`src/rtl/controle_sequenciador.sv`:
```
// Multi-cycle control sequencer for the 9-bit datapath: it fetches from the
// program memory, holds a private IR and drives the bus and register enables for each step.
module controle_sequenciador #(
    parameter int ADDR_W = 5
) (
    input  logic              Clock,
    input  logic              Resetn,
    input  logic              Run,
    input  logic [8:0]        DIN,
    output logic [ADDR_W-1:0] ADDR,
    output logic [1:0]        Tstep,
    output logic              Busy,
    output logic              IRin,
    output logic              DINout,
    output logic              Ain,
    output logic              Gin,
    output logic              Gout,
    output logic              AddSub,
    output logic              Done,
    output logic [7:0]        Rin,
    output logic [7:0]        Rout
);

    typedef enum logic [2:0] {
        S_IDLE,
        S_T0,
        S_T1,
        S_T2,
        S_T3
    } state_t;

    localparam logic [2:0] OP_MV  = 3'b000;
    localparam logic [2:0] OP_MVI = 3'b001;
    localparam logic [2:0] OP_ADD = 3'b010;
    localparam logic [2:0] OP_SUB = 3'b011;

    state_t            state_q, state_d;
    logic [8:0]        ir_q, ir_d;
    logic [ADDR_W-1:0] addr_q, addr_d;

    logic [2:0] opcode;
    logic [7:0] rx_dec;
    logic [7:0] ry_dec;

    assign opcode = ir_q[8:6];

    // One-hot decodes of the destination and source fields
    generate
        for (genvar gi = 0; gi < 8; gi++) begin : g_dec
            assign rx_dec[gi] = (ir_q[5:3] == 3'(gi));
            assign ry_dec[gi] = (ir_q[2:0] == 3'(gi));
        end
    endgenerate

    always_ff @(posedge Clock or negedge Resetn) begin
        if (!Resetn) begin
            state_q <= S_IDLE;
            ir_q    <= 9'd0;
            addr_q  <= '0;
        end else begin
            state_q <= state_d;
            ir_q    <= ir_d;
            addr_q  <= addr_d;
        end
    end

    always_comb begin
        state_d = state_q;
        ir_d    = ir_q;
        addr_d  = addr_q;
        IRin    = 1'b0;
        DINout  = 1'b0;
        Ain     = 1'b0;
        Gin     = 1'b0;
        Gout    = 1'b0;
        AddSub  = 1'b0;
        Done    = 1'b0;
        Rin     = 8'd0;
        Rout    = 8'd0;

        case (state_q)
            S_IDLE: begin
                if (Run) state_d = S_T0;
            end
            S_T0: begin
                IRin    = 1'b1;
                DINout  = 1'b1;
                ir_d    = DIN;
                addr_d  = addr_q + 1'b1;
                state_d = S_T1;
            end
            S_T1: begin
                case (opcode)
                    OP_MV: begin
                        Rout = ry_dec;
                        Rin  = rx_dec;
                        Done = 1'b1;
                    end
                    OP_MVI: begin
                        // DIN now holds the immediate word; step past it
                        DINout = 1'b1;
                        Rin    = rx_dec;
                        Done   = 1'b1;
                        addr_d = addr_q + 1'b1;
                    end
                    OP_ADD, OP_SUB: begin
                        Rout    = rx_dec;
                        Ain     = 1'b1;
                        state_d = S_T2;
                    end
                    default: Done = 1'b1;
                endcase
            end
            S_T2: begin
                Rout    = ry_dec;
                Gin     = 1'b1;
                AddSub  = opcode[0];
                state_d = S_T3;
            end
            S_T3: begin
                Gout = 1'b1;
                Rin  = rx_dec;
                Done = 1'b1;
            end
            default: state_d = S_IDLE;
        endcase

        // Run is only looked at when an instruction completes
        if (Done) state_d = Run ? S_T0 : S_IDLE;
    end

    always_comb begin
        case (state_q)
            S_T1:    Tstep = 2'b01;
            S_T2:    Tstep = 2'b10;
            S_T3:    Tstep = 2'b11;
            default: Tstep = 2'b00;
        endcase
    end

    assign Busy = (state_q != S_IDLE);
    assign ADDR = addr_q;

endmodule
```
`config.mk`:
```
export PLATFORM = sky130hd
export DESIGN_NAME = controle_sequenciador
export DESIGN_NICKNAME = d
export VERILOG_FILES = /design/src/rtl/controle_sequenciador.sv
export SDC_FILE = /design/constraint.sdc
export NUM_CORES = 1
export LEC_CHECK = 0
export CAP_MARGIN = 20
export CORE_UTILIZATION = 30
export DETAILED_ROUTE_END_ITERATION = 7
export PLACE_DENSITY_LB_ADDON = 0.15
export SYNTH_ARGS = -nofsm -noshare
export SYNTH_HDL_FRONTEND = slang
export SYNTH_SLANG_ARGS = --single-unit
```
`constraint.sdc`:
```
create_clock -name Clock -period 1.8 [get_ports Clock]
set_input_delay 0.27 -clock Clock [delete_from_list [all_inputs] [get_ports Clock]]
set_output_delay 0.27 -clock Clock [all_outputs]
set_load 0.02 [all_outputs]
```
==> impl_metrics.json <==
{
  "post-place-ws_ns": -0.325,
  "failed_checks": "negative setup slack",
  "cts_made_buffers": 3,
  "top_layer": "met4",
  "synth_top_cell_area_share_pct": 38.2,
  "fin_nets": 189,
  "synth.cell_area_um2": 1110,
  "syn_inst": 111,
  "synth.area.top_cells": "dfrtp_1, mux2_1, o22ai_1",
  "synth-main-ff-cell": "dfrtp_1",
  "clockBufferDepth": 2,
  "async_flop_share_pct": 100,
  "vias": 1129,
  "die_h_um": 62.9,
  "drt_iter0_drc": 35,
  "slew_headroom_pct": 78.1,
  "io_pins": 43,
  "yosysWarnings": 0,
  "grt_pass1_wl_mm": 5.29,
  "tritoncts": "built",
  "die-area_um2": 3960,
  "drive_gt1_share_pct": 45.7,
  "grt_usage_pct": 16.8,
  "n_antenna_cell": 0,
  "fp.dieW_um": 62.9,
  "yosysUniqueCellTypes": 41,
  "rows": 21,
  "setup_viol": 10,
  "syn_avg_cell_area_um2": 10.0,
  "ant_nets": 0,
  "fin_crit_sh_pct": 108,
  "start_util_pct": 32.4,
  "grt_overflow_total": 0,
  "ys_ff_latch": 17,
  "fmax_mhz": 515,
  "cts_root_buf": "clkbuf_8",
  "cts.sinks": 17,
  "met1_length_mm": 1.53,
  "final.setup.tns_ns": -0.809,
  "crit_type": "flip-flop to output pin",
  "timing_hold_violations_final": 0,
  "clk-insertion-delay-late_ns": 0.25,
  "grt_pass1_vias": 1144,
  "io_buffer_count": 42,
  "critPathLaunchType": "flip-flop",
  "synth.largest_area_cell": "dfrtp_1",
  "synth_edf_count": 0,
  "avgRoutedWirePerCell_um": 15.1,
  "clkTransAtPathRegs_ns": 0.07,
  "fin_ws_ns": -0.143,
  "core-area_um2": 3440,
  "route.detailed.drc": 0,
  "synth_nets": 124,
  "power_density_nw_per_um2": 1650,
  "cp.required_ns": 1.53,
  "synth-seq-area-share_pct": 38.2,
  "max_cap_violations": 0,
  "place_inst": 212,
  "drt-pass1-iter-count": 4,
  "drv_slew": 0,
  "worstHoldPathType": "input port to asynchronous set/reset pin",
  "fin_skew_ns": 0.00386,
  "status": "finished, violations left",
  "finalWirelength_mm": 3.33,
  "place_hpwl_mm": 2.35,
  "grt_max_degree": 18,
  "grt_setup_unrepaired": "yes",
  "antenna_found_initial": 0,
  "wl_met2_mm": 1.61,
  "wl_met3_um": 145,
  "holdBufCountCts": 0,
  "place.gp.congestion": 0.764,
  "cp_max_fo": 4,
  "htree_levels": 1,
  "p_leak_nw": 0.769,
  "vias_per_cell": 5.11,
  "areaGrowthSynthToFinish_pct": 67.5,
  "tightest_slew_ns": 0.326,
  "endpoint_kind": "output pin",
  "peakVddDrop_mv": 0.782,
  "cp_data_arrival_time_ns": 1.67,
  "post-route-min-period_ns": 1.94,
  "instances_no_fill": 221
}
layer usage:
metal	track usage (%)	vias up
met3	2.37	4
met5	0	-
met4	6.69	0
met1	21.6	542
met2	28.0	35
li1	-	548
worst max-delay path, stage by stage (launching register included):
cell and delay (ns):
dfrtp_1 0.40, nand4bb_4 0.25, or3_4 0.39, o32ai_2 0.21, buf_4 0.18
flip-flops by register name (all words and copies together) (netlist names):
name and cells:
state_q 3, ir_q 9, ADDR 5
timing repair:
| action | 4_1_cts | 5_1_grt |
|---|---|---|
| setup buffers | 1 | 5 |
| endpoints found under the hold margin | 0 | 0 |
| pin swaps | 3 | 12 |
| setup endpoints to repair | 26 | 27 |
| resized for setup | 124 | 25 |
Yosys cell counts (all sizes together), types with 4 or more instances:
cell / instances
buf: 5
dfrtp: 17
inv: 4
mux2: 8
nand2: 5
nand2b: 4
nand4b: 4
nor2: 9
o21ai: 5
o22ai: 8
area by class of cell:
type | instances | area (um^2)
Fill cell | 334 | 1580
Timing Repair Buffer | 66 | 577
Inverter | 4 | 15.0
Sequential cell | 17 | 429
Clock buffer | 4 | 45.0
Tap cell | 46 | 57.6
Multi-Input combinational cell | 84 | 742
logic make-up (layout without fill, tap and decap cells):
family	count (synthesis)	after routing	synth area share [%]
AND/OR/NAND/NOR	48	48	29.5
AO/OA/AOI/OAI	25	25	17.1
flip-flops	17	17	38.2
buffers and inverters	10	74	4.38
multiplexers	8	8	8.09
XOR/XNOR	2	2	1.57
adder cells (fa/ha/maj)	1	1	1.12
per-stage QoR:
stage / total power, mW / utilization, % / cell area [um^2] / hold slack [ns]
2_1_floorplan: 1.73 / - / 1110 / -0.0256
3_3_place_gp: 2.47 / 49.4 / 1700 / 0.501
3_5_place_dp: 2.52 / 49.4 / 1700 / 0.512
4_1_cts: 2.92 / 52.1 / 1790 / 0.341
5_1_grt: 3.29 / 54.2 / 1870 / 0.366
6_report: 3.09 / 54.2 / 1870 / 0.337
layout by cell type, fill, tap and decap left out, types with 2 or more instances in the layout:
| master | netlist | layout |
|---|---|---|
| buf_4 | 2 | 27 |
| clkdlybuf4s50_1 | 0 | 16 |
| dfrtp_1 | 17 | 14 |
| buf_6 | 0 | 12 |
| nor2_1 | 9 | 8 |
| nand2_1 | 5 | 5 |
| nand2b_1 | 4 | 4 |
| o22ai_2 | 1 | 4 |
| mux2_1 | 5 | 4 |
| nand4b_1 | 4 | 4 |
| o21ai_0 | 5 | 4 |
| buf_2 | 3 | 4 |
| nand3b_1 | 3 | 3 |
| inv_1 | 4 | 3 |
| o22ai_1 | 7 | 3 |
| mux2_2 | 3 | 3 |
| clkbuf_8 | 0 | 3 |
| dfrtp_2 | 0 | 3 |
| clkbuf_2 | 0 | 3 |
| nor2b_2 | 0 | 2 |
| and2_1 | 2 | 2 |
| or3_4 | 2 | 2 |
| a21oi_1 | 2 | 2 |
| o211ai_1 | 2 | 2 |
| nor3_1 | 3 | 2 |
| o32ai_2 | 2 | 2 |
| nor4_1 | 2 | 2 |
| a31oi_1 | 2 | 2 |
| xnor2_1 | 2 | 2 |
| clkdlybuf4s15_1 | 0 | 2 |
final timing paths:
path	start	endpoint	slack, ns	depth (start not counted)
setup / recovery	ir_q[8]$_DFFE_PN0P_	Rout[0]	-0.14	4
hold / removal	Resetn	ADDR[0]$_DFFE_PN0P_	0.34	2
setup reg to reg	state_q[1]$_DFFE_PN0P_	ir_q[2]$_DFFE_PN0P_	0.06	6
hold reg to reg	ir_q[1]$_DFFE_PN0P_	ir_q[1]$_DFFE_PN0P_	0.57	1
max in group asynchronous	Resetn	ir_q[7]$_DFFE_PN0P_	1.25	2
min in group Clock	ir_q[1]$_DFFE_PN0P_	ir_q[1]$_DFFE_PN0P_	0.57	1
power by group:
group | switching (mW) | internal (mW)
combinational | 0.966 | 1.00
sequential | 0.270 | 0.568
clock | 0.123 | 0.157
No activity file was read; power rests on OpenSTA's default activity.
